[config.mk]
export PLATFORM = sky130hd
export DESIGN_NAME = oflow_prev_feature_fetch
export DESIGN_NICKNAME = d
export VERILOG_FILES = /design/src/rtl/oflow_prev_feature_fetch.sv
export SDC_FILE = /design/constraint.sdc
export NUM_CORES = 1
export LEC_CHECK = 0
export ABC_AREA = 1
export CAP_MARGIN = 20
export CELL_PAD_IN_SITES_DETAIL_PLACEMENT = 0
export CELL_PAD_IN_SITES_GLOBAL_PLACEMENT = 1
export CORE_MARGIN = 2
export CORE_UTILIZATION = 29
export CTS_BUF_LIST = sky130_fd_sc_hd__clkbuf_8
export DETAILED_ROUTE_END_ITERATION = 6
export GPL_TIMING_DRIVEN = 0
export PLACE_DENSITY = 0.9
export REMOVE_ABC_BUFFERS = 1
export SLEW_MARGIN = 20
export SYNTH_ARGS = -nofsm -noshare
export SYNTH_HDL_FRONTEND = slang
export SYNTH_SLANG_ARGS = --single-unit
[constraint.sdc]
create_clock -name clk -period 2.8 [get_ports clk]
set_input_delay 0.56 -clock clk [delete_from_list [all_inputs] [get_ports clk]]
set_output_delay 0.56 -clock clk [all_outputs]
set_load 0.01 [all_outputs]
[src/rtl/oflow_prev_feature_fetch.sv]
// Previous-frame feature fetcher: reads object pairs from the MEM buffer
// and presents them to the two similarity-metric PEs, one line at a time.
module oflow_prev_feature_fetch #(
   parameter int DATA_W = 64,
   parameter int ADDR_W = 6,
   parameter int CNT_W  = 7
) (
   input  logic                clk,
   input  logic                reset_N,
   input  logic                start_fetch,
   input  logic [CNT_W-1:0]    num_of_prev_objects,
   input  logic [ADDR_W-1:0]   base_addr,
   output logic                mem_rd_en,
   output logic [ADDR_W-1:0]   mem_addr,
   input  logic [2*DATA_W-1:0] mem_rd_data,
   input  logic                control_for_read_new_line,
   output logic [DATA_W-1:0]   data_to_similarity_metric_0,
   output logic [DATA_W-1:0]   data_to_similarity_metric_1,
   output logic                pe_valid_0,
   output logic                pe_valid_1,
   output logic                done_read,
   output logic                busy
);

   typedef enum logic [2:0] {
      S_IDLE,
      S_RD,
      S_WAIT,
      S_PRESENT,
      S_DONE
   } state_t;

   state_t            state;
   state_t            state_nx;
   logic [ADDR_W-1:0] base_q;
   logic [CNT_W-1:0]  line_idx;
   logic [CNT_W-1:0]  lines_total;
   logic              odd_q;
   logic              done_arm;
   logic [CNT_W:0]    n_inc;
   logic [CNT_W:0]    idx_inc;
   logic              more_lines;
   logic              start_ok;

   // n+1 needs one extra bit so ceil(n/2) is exact at the top of the range
   assign n_inc      = {1'b0, num_of_prev_objects} + 1'b1;
   assign idx_inc    = {1'b0, line_idx} + 1'b1;
   assign more_lines = idx_inc < {1'b0, lines_total};
   assign start_ok   = start_fetch && (num_of_prev_objects != '0);

   // State register
   always_ff @(posedge clk) begin
      if (reset_N) state <= S_IDLE;
      else         state <= state_nx;
   end

   // Next-state logic
   always_comb begin
      state_nx = state;
      case (state)
         S_IDLE: begin
            if (start_fetch)
               state_nx = start_ok ? S_RD : S_DONE;
         end
         S_RD:   state_nx = S_WAIT;
         S_WAIT: state_nx = S_PRESENT;
         S_PRESENT: begin
            if (control_for_read_new_line)
               state_nx = more_lines ? S_RD : S_DONE;
         end
         S_DONE: begin
            if (done_arm) state_nx = S_IDLE;
         end
         default: state_nx = S_IDLE;
      endcase
   end

   // Output decode from the current state
   always_comb begin
      mem_rd_en = (state == S_RD);
      done_read = (state == S_DONE) && done_arm;
      busy      = (state != S_IDLE);
      mem_addr  = base_q + ADDR_W'(line_idx);
   end

   // Fetch context, line counter and the presented PE pair
   always_ff @(posedge clk) begin
      if (reset_N) begin
         base_q      <= '0;
         line_idx    <= '0;
         lines_total <= '0;
         odd_q       <= 1'b0;
         done_arm    <= 1'b0;
         pe_valid_0  <= 1'b0;
         pe_valid_1  <= 1'b0;
         data_to_similarity_metric_0 <= '0;
         data_to_similarity_metric_1 <= '0;
      end else begin
         // DONE spans two cycles; the pulse is raised in the second one
         done_arm <= (state == S_DONE) ? ~done_arm : 1'b0;
         case (state)
            S_IDLE: begin
               if (start_ok) begin
                  base_q      <= base_addr;
                  line_idx    <= '0;
                  lines_total <= n_inc[CNT_W:1];
                  odd_q       <= num_of_prev_objects[0];
               end
            end
            S_WAIT: begin
               data_to_similarity_metric_0 <= mem_rd_data[2*DATA_W-1:DATA_W];
               data_to_similarity_metric_1 <= mem_rd_data[DATA_W-1:0];
               pe_valid_0 <= 1'b1;
               pe_valid_1 <= ~(~more_lines & odd_q);
            end
            S_PRESENT: begin
               if (control_for_read_new_line) begin
                  pe_valid_0 <= 1'b0;
                  pe_valid_1 <= 1'b0;
                  if (more_lines) line_idx <= idx_inc[CNT_W-1:0];
               end
            end
            default: ;
         endcase
      end
   end

endmodule
# After elaboration in Yosys (flattened, before gate mapping)
# Index checks and enable logic that the tools add are counted.
[totals]
ram_bits = 0
elab_cells = 53
input_bits = 145
ff_bits = 155
mem_bits_ro = 0
mem_count = 0
latch_bits = 0
[op_classes]
shifts = 0
n_addsub = 3
div_mod_pow = 0
muxes = 13
n_bitwise = 5
mul = 0
n_eq_ne = 9
magnitude_cmp = 1
reduce_logical = 12
[op_table]
columns = ["cell", "count"]
rows = [
  ["$mux 7", 3],
  ["$add 7x1->8 const B", 2],
  ["$mux 3", 5],
  ["$pmux 3 s5", 1],
  ["$pmux 7 s2", 1],
  ["$ne 2x2->1 const B", 5],
  ["$lt 8x7->1", 1],
  ["$reduce_bool 7->1", 1],
  ["$add 6x6->6", 1],
  ["$eq 3x2->1 const B", 2],
  ["$not 1->1", 4],
  ["$pmux 1 s2", 2],
  ["$reduce_and 2->1", 2],
  ["$reduce_and 4->1", 1],
  ["$reduce_bool 2->1", 2],
  ["$eq 3x1->1 const B", 1],
  ["$eq 3x3->1 const B", 1],
  ["$logic_not 3->1", 1],
  ["$reduce_and 3->1", 1],
  ["$reduce_bool 3->1", 1],
  ["$logic_and 1x1->1", 2],
  ["$reduce_or 2->1", 1],
  ["$and 1x1->1", 1],
  ["$mux 1", 1],
]

# Depth between registers and ports, before layout
# Gate-level depths: netlist of run 1.
[depth]
depth_word = 6
depth_mapped = 17
ltp_nobuf = 17

# Least setup slack after synthesis of run 1
# OpenSTA, ideal clock, no wires.
[synth_path]
path_type = "flip-flop to flip-flop"
startpoint = "reg line_idx[0]"
endpoint = "reg line_idx[3]"
path_stages_with_launch = 14
slack_ns = 0.796
required_time_ns = 2.730
arrival_time_ns = 1.934
cell_sequence = "dfxtp_1 ha_1 nand2_1 inv_1 nand4_1 xnor2_1 ha_1 nand2_1 nand2_1 nor2_1 nand3_2 inv_2 nand2_1 a21oi_1"
[synth_via]
elab_chain_len = 4
word_cells_on_any_way = 7
cone_classes = "add/sub (1); order compare (1); eq/ne (1); mux (3); reduce/logical (1)"
[synth_rtl]
columns = ["element", "line", "source"]
rows = [
  ["from (decl)", "36", "logic [CNT_W-1:0] line_idx;"],
  ["from (signal assigned)", "120", "if (more_lines) line_idx <= idx_inc[CNT_W-1:0];"],
  ["$add 7x1->8 (*)", "47", "assign idx_inc = {1'b0, line_idx} + 1'b1;"],
  ["$lt 8x7->1 / $mux 7 (equally long branches)", "48, 120", ""],
  ["$ne 2x2->1 (no line) / $mux 7 (equally long branches)", "-", ""],
  ["$reduce_and 4->1 (no line) / $pmux 7 s2 (equally long branches)", "-", ""],
]
# Every way passes the cells marked *; elsewhere a longest branch is shown, timed or not. The select of a mux whose other input is x is not followed.
# A chain may end at the register's enable or synchronous reset.

# Worst setup path in the final report of run 1
[layout_path]
startpoint = "reg line_idx[0]"
endpoint = "out mem_addr[1]"
[layout_via]
elab_chain_len = 1
[layout_rtl]
columns = ["element", "line", "source"]
rows = [
  ["$add 6x6->6", "83", "mem_addr = base_q + ADDR_W'(line_idx);"],
  ["to (decl)", "14", "output logic [ADDR_W-1:0] mem_addr,"],
]
# No other way between the ends.

==> metrics, run 1 <==
cell chain of the critical path=ha_1 -> inv_1 -> fa_1 -> inv_1 -> clkdlybuf4s50_1; Routed Antenna Nets=0; Seq cells post-synth=155; Hold WS=0.457 ns; Hold Vio Cnt, Final=0; ant diodes=0; run status=completed; CP arrival=2.06 ns; initial DRC count=222; Tcrit/Tclk final=0.936; total power=7.85 mW; vias in the first global route=5765; initial antenna violation count=0; Hold Crit Depth=2; Longest Clk Path Bufs=2; Worst Hold Path EP=lines_total[0]$_SDFFE_PP0P_; DRT Wirelength=18100 microns; worst min path class=reg -> reg; Worst Reg-to-Reg Cells=13; Synth top area share=0.519; Yosys top cell by area=dfxtp_1; Max-cap violations=0; Syn Inst Count=780; hold_sp=lines_total[0]$_SDFFE_PP0P_; post-place setup slack=0.0371 ns; CP endpoint kind=primary output; post-synthesis sequential area ratio=0.519; clk_skew=0.0115 ns; area of the multi-input gates=0.00255 sq mm; Row Count=52; Setup Buffers After CTS=0; Die Wd=148 microns; clk root buf=clkbuf_8; Synth area leaders=dfxtp_1, nor2_1, o21ai_0; I/O Buffers=283; Cell Area, Placed=0.00911 sq mm; Max-slew headroom=0.537; FMAX=0.382 GHz; # fillers=1991; core footprint=0.0202 sq mm; synthesized area=0.00598 sq mm; R2R Setup Slk=0.45 ns; setup violators final=0; DRC violations left=0; synth warn=0; largest net degree at the start of global routing=80; share of post-route cells with drive strength above 1=0.0530; DRT Pass-1 Iters=4; final setup TNS=0 ns; first-pass GRT wire length=29300 microns; final setup margin=0.180 ns; Wirelength per Cell=13.7 microns; Crit Reg-Reg Endpoint=line_idx[4]$_SDFFE_PP0P_; design area=0.00951 sq mm; gp weighted congestion=0.724; total track usage=0.166; TritonCTS buffer count=17; CTS tree=yes; Vert. Die Dim=148 microns; Storage cell area=0.00311 sq mm; die area=0.0218 sq mm; Unique masters post-synth=28; Least-Margin Pin Slew=0.692 ns; Final min period=2.62 ns; vias per inst=4.44; CTS HTree Levels=4; Nets=1204; Initial Util=0.295; CP max stage delay=0.53 ns; Max FO, Critical Path=6; Area Growth Syn to Fin=59.1%; peak supply drop=0.000352 V; grt ovf=0; vias=5889; worst skew pair latency=0.44 ns; Leak=3.96 nW; pwr dens=825 mW/mm^2; CTS sink cnt=155; Final Max Tran Viols=0; io pins=284; critical path startpoint category=register; Critical Path RT=2.24 ns; RSZ-0062 raised after global routing=false; DP HPWL=12400 microns; Avg Cell Area, Syn=7.66 sq um; critical path class=reg -> out; Reg clk slew, reported paths=0.08 ns; CP max stage cell=clkdlybuf4s50_1; r2r startpoint=line_idx[1]$_SDFFE_PP0P_; Critical Path Most Common Cell=inv_1
[placed cells by master, fill, tap and decap left out, types with 3 or more instances in the layout]
master and instances:
ha_1 13, buf_8 6, dfxtp_1 153, inv_6 4
nor3_1 3, clkbuf_8 17, a21oi_1 27, clkdlybuf4s50_1 280
nand3_1 12, nor2_1 269, nand2_1 41, inv_1 36
xnor2_1 6, xor2_1 6, clkinv_4 6, o21ai_0 140
[cells in the mapped netlist]
cell,number
nand3_2,2
nor3_2,2
xor2_1,6
dfxtp_1,155
nor3_1,3
nand4_1,2
nand3b_1,1
buf_1,2
a21boi_0,1
or2_2,2
a211oi_1,2
xnor2_1,6
buf_2,24
nor2_1,269
a21oi_1,28
a31oi_1,2
ha_1,14
inv_1,36
nor3b_1,1
clkbuf_1,21
nand3_1,12
o21ai_0,141
inv_2,3
o211ai_1,1
nand2_1,41
nor4_1,1
fa_1,1
and3_1,1
[worst max-delay path: cells and delay by family, from the launching register on]
family	cells	cell delay, ns
buffers and inverters	3	0.64
adders and majority gates	2	0.61
DFF	1	0.39
[repair_timing]
item / CTS / global route
setup endpoints to repair: 3 / 3
hold buffers: 0 / 0
gates resized for setup: 7 / 4
[registers in the layout, summed over array words and instances (netlist names)]
name	count
pe_valid_1	1
base_q	6
line_idx	7
state	3
odd_q	1
lines_total	7
done_arm	1
pe_valid_0	1
data_to_similarity_metric_1	64
data_to_similarity_metric_0	64
[how the worst max path moves through the flow]
| stage | from | slack, ns | to |
|---|---|---|---|
| 6_report | line_idx[0]$_SDFFE_PP0P_ | 0.18 | mem_addr[1] |
| 3_3_place_gp | state[1]$_SDFFE_PP0P_ | -8.12 | data_to_similarity_metric_0[26]$_SDFFE_PP0P_ |
| 5_1_grt | line_idx[0]$_SDFFE_PP0P_ | 0.01 | mem_addr[1] |
| 3_5_place_dp | num_of_prev_objects[0] | 0.04 | lines_total[1]$_SDFFE_PP0P_ |
| 4_1_cts | line_idx[0]$_SDFFE_PP0P_ | 0.004 | mem_addr[2] |
| 2_1_floorplan | state[1]$_SDFFE_PP0P_ | -2.71 | state[0]$_SDFFE_PP0P_ |
[metal layers]
layer  up-vias  part of all wire  GRT usage
li1       3028                 -          -
met1      2654              0.43      0.202
met2       186              0.46      0.266
met3        21             0.089     0.0701
met4         0             0.016     0.0505
met5         -                 0          0
[final cells by class]
type / count / area share
clock inverter: 15 / 0.0151
tap: 270 / 0.0355
inverter: 39 / 0.0164
sequential: 155 / 0.327
multi-input combinational: 539 / 0.268
clock buffer: 17 / 0.0246
timing repair buffer: 292 / 0.314
[cell families after synthesis]
| kind of cell | synth area share |
|---|---|
| AOI/OAI and AO/OA | 0.149 |
| xor gates and xnor gates | 0.0176 |
| adders and majority gates | 0.0327 |
| buffers and inverters | 0.0590 |
| DFF | 0.519 |
| and+or+nand+nor | 0.223 |
[per-stage QoR]
step / util / std cells
6_report: 0.470 / 1327
5_1_grt: 0.470 / 1327
4_1_cts: 0.469 / 1327
3_5_place_dp: 0.450 / 1295
3_3_place_gp: 0.442 / 1286
2_1_floorplan: - / 733
[power breakdown]
group          internal [mW]  switching [mW]  total [mW]
clock network          0.722           0.930        1.65
logic                   1.56            1.51        3.07
registers               2.82           0.306        3.12
No activity file was read; power rests on OpenSTA's default activity.
==> run 2, diff against run 1 <==
--- a/config.mk
+++ b/config.mk
@@ -16,6 +16,7 @@
 export GPL_TIMING_DRIVEN = 0
 export PLACE_DENSITY = 0.9
 export REMOVE_ABC_BUFFERS = 1
+export SKIP_CTS_REPAIR_TIMING = 1
 export SLEW_MARGIN = 20
 export SYNTH_ARGS = -nofsm -noshare
 export SYNTH_HDL_FRONTEND = slang
==> metrics, run 2 (synthesis results as in run 1) <==
run status=completed; worst min path class=reg -> reg; Final min period=2.64 ns; CP endpoint kind=primary output; final std cells w/o fill=1327; TritonCTS buffer count=17; Routed Antenna Nets=0; most common cell after layout, fill and taps aside=clkdlybuf4s50_1; Cell Area, Placed=0.00911 sq mm; critical path class=reg -> out; CP max stage delay=0.56 ns; Vert. Die Dim=148 microns; Reg clk slew, reported paths=0.08 ns; CP arrival=2.08 ns; top flop regs=data_to_similarity_metric_0 (64), data_to_similarity_metric_1 (64); most used routing layer=met2; Longest Clk Path Bufs=2; Row Count=52; Hold Vio Cnt, Final=0; Max-cap violations=0; placed cells=1295; peak supply drop=0.000352 V; DRT Pass-1 Iters=4; io pins=284; initial antenna violation count=0; Nets=1204; end-of-flow core utilization=0.470; # fillers=1990; r2r startpoint=line_idx[1]$_SDFFE_PP0P_; share of post-route cells with drive strength above 1=0.0511; critical path's top delay family=buffers and inverters; pwr dens=825 mW/mm^2; clk_skew=0.0115 ns; CP Launch Point=base_q[2]$_SDFFE_PP0P_; die area=0.0218 sq mm; RSZ-0062 raised after global routing=false; design area=0.00951 sq mm; grt ovf=0; met1 Resource Use GR=0.202; vias in the first global route=5763; initial DRC count=223; Area Growth Syn to Fin=59.1%; total track usage=0.166; Die Wd=148 microns; worst skew pair latency=0.44 ns; core footprint=0.0202 sq mm; Final Max Tran Viols=0; DP HPWL=12400 microns; CP max stage cell=clkdlybuf4s50_1; setup violators final=0; Initial Util=0.295; ant diodes=0; vias=5906; Leak=3.99 nW; DRT Wirelength=18100 microns; DRC violations left=0; first-pass GRT wire length=29300 microns; Tcrit/Tclk final=0.943; Critical Path RT=2.24 ns; met3 usage in global routing=0.0701; hold_sp=lines_total[0]$_SDFFE_PP0P_; CTS tree=yes; Max-slew headroom=0.534; gp weighted congestion=0.724; clk root buf=clkbuf_8; Wirelength per Cell=13.6 microns; cell chain of the critical path=ha_1 -> a21oi_1 -> nand2_1 -> xor2_1 -> clkdlybuf4s50_1; I/O Buffers=283; CTS sink cnt=155; GRT met2 Usage=0.266; largest net degree at the start of global routing=80; Least-Margin Pin Slew=0.697 ns; highest-count cells in the layout ignoring fill and taps=clkdlybuf4s50_1, nor2_1, dfxtp_1; critical path startpoint category=register; Max FO, Critical Path=4; FMAX=0.379 GHz; CTS HTree Levels=4; vias per inst=4.45; Buf+Inv Stages, Crit Path=1
-- run 2: cell types whose count changed in the layout (fill, tap and decap cells not counted) --
cell | previous run | this run
dlymetal6s2s_1 | 1 | 3
clkbuf_2 | 1 | 0
dlygate4sd2_1 | 1 | 0
ha_1 | 13 | 14
ha_4 | 1 | 0
-- run 2: worst paths after layout --
path / end / cells after the start / slack, ns
setup / recovery: mem_addr[3] / 5 / 0.16
hold / removal: lines_total[0]$_SDFFE_PP0P_ / 2 / 0.46
setup reg to reg: line_idx[4]$_SDFFE_PP0P_ / 13 / 0.45
hold reg to reg: lines_total[0]$_SDFFE_PP0P_ / 2 / 0.46
-- run 2: layout make-up --
class	count	area, sq um	share of cell area
multi-input cells	539	2530	0.266
repair buffers	292	3000	0.315
clock buffers	17	234	0.0246
inverters	39	156	0.0164
clock inverters	15	144	0.0151
flip-flops and latches	155	3110	0.327
well taps	270	338	0.0355
-- run 2: per-layer routing --
metal,wire [microns],part of all wire,up-vias
met3,1630,0.090,23
li1,-,-,3027
met1,7860,0.43,2666
met5,0,0,-
met4,310,0.017,0
met2,8290,0.46,190
-- run 2: report_power, final --
part           leakage (nW)  internal (mW)  switching, mW
combinational          2.53           1.56           1.51
sequential             1.26           2.82          0.302
clock                 0.196          0.722          0.931
total                  3.99           5.11           2.74
-- run 2: worst register-to-register path, stage by stage (launching register included) --
cell and delay (ns):
dfxtp_1 0.43, ha_1 0.20, nand2_1 0.05, inv_1 0.10, nand4_1 0.11, xnor2_1 0.22, ha_1 0.28, nand2_1 0.07
nand2_1 0.04, nor2_1 0.20, nand3_2 0.21, inv_2 0.17, nand2_1 0.06, a21oi_1 0.14
-- run 2: through the flow --
step	hold WS (ns)	power, mW	TNS (ns)	worst slack (ns)
3_5_place_dp	0.447	6.26	0	0.0371
6_report	0.458	7.85	0	0.158
5_1_grt	0.496	8.42	0	0.0132
2_1_floorplan	0.426	4.46	-343.40	-2.71
3_3_place_gp	0.434	6.21	-1054.24	-8.12
4_1_cts	0.463	7.97	-0.650	-0.353
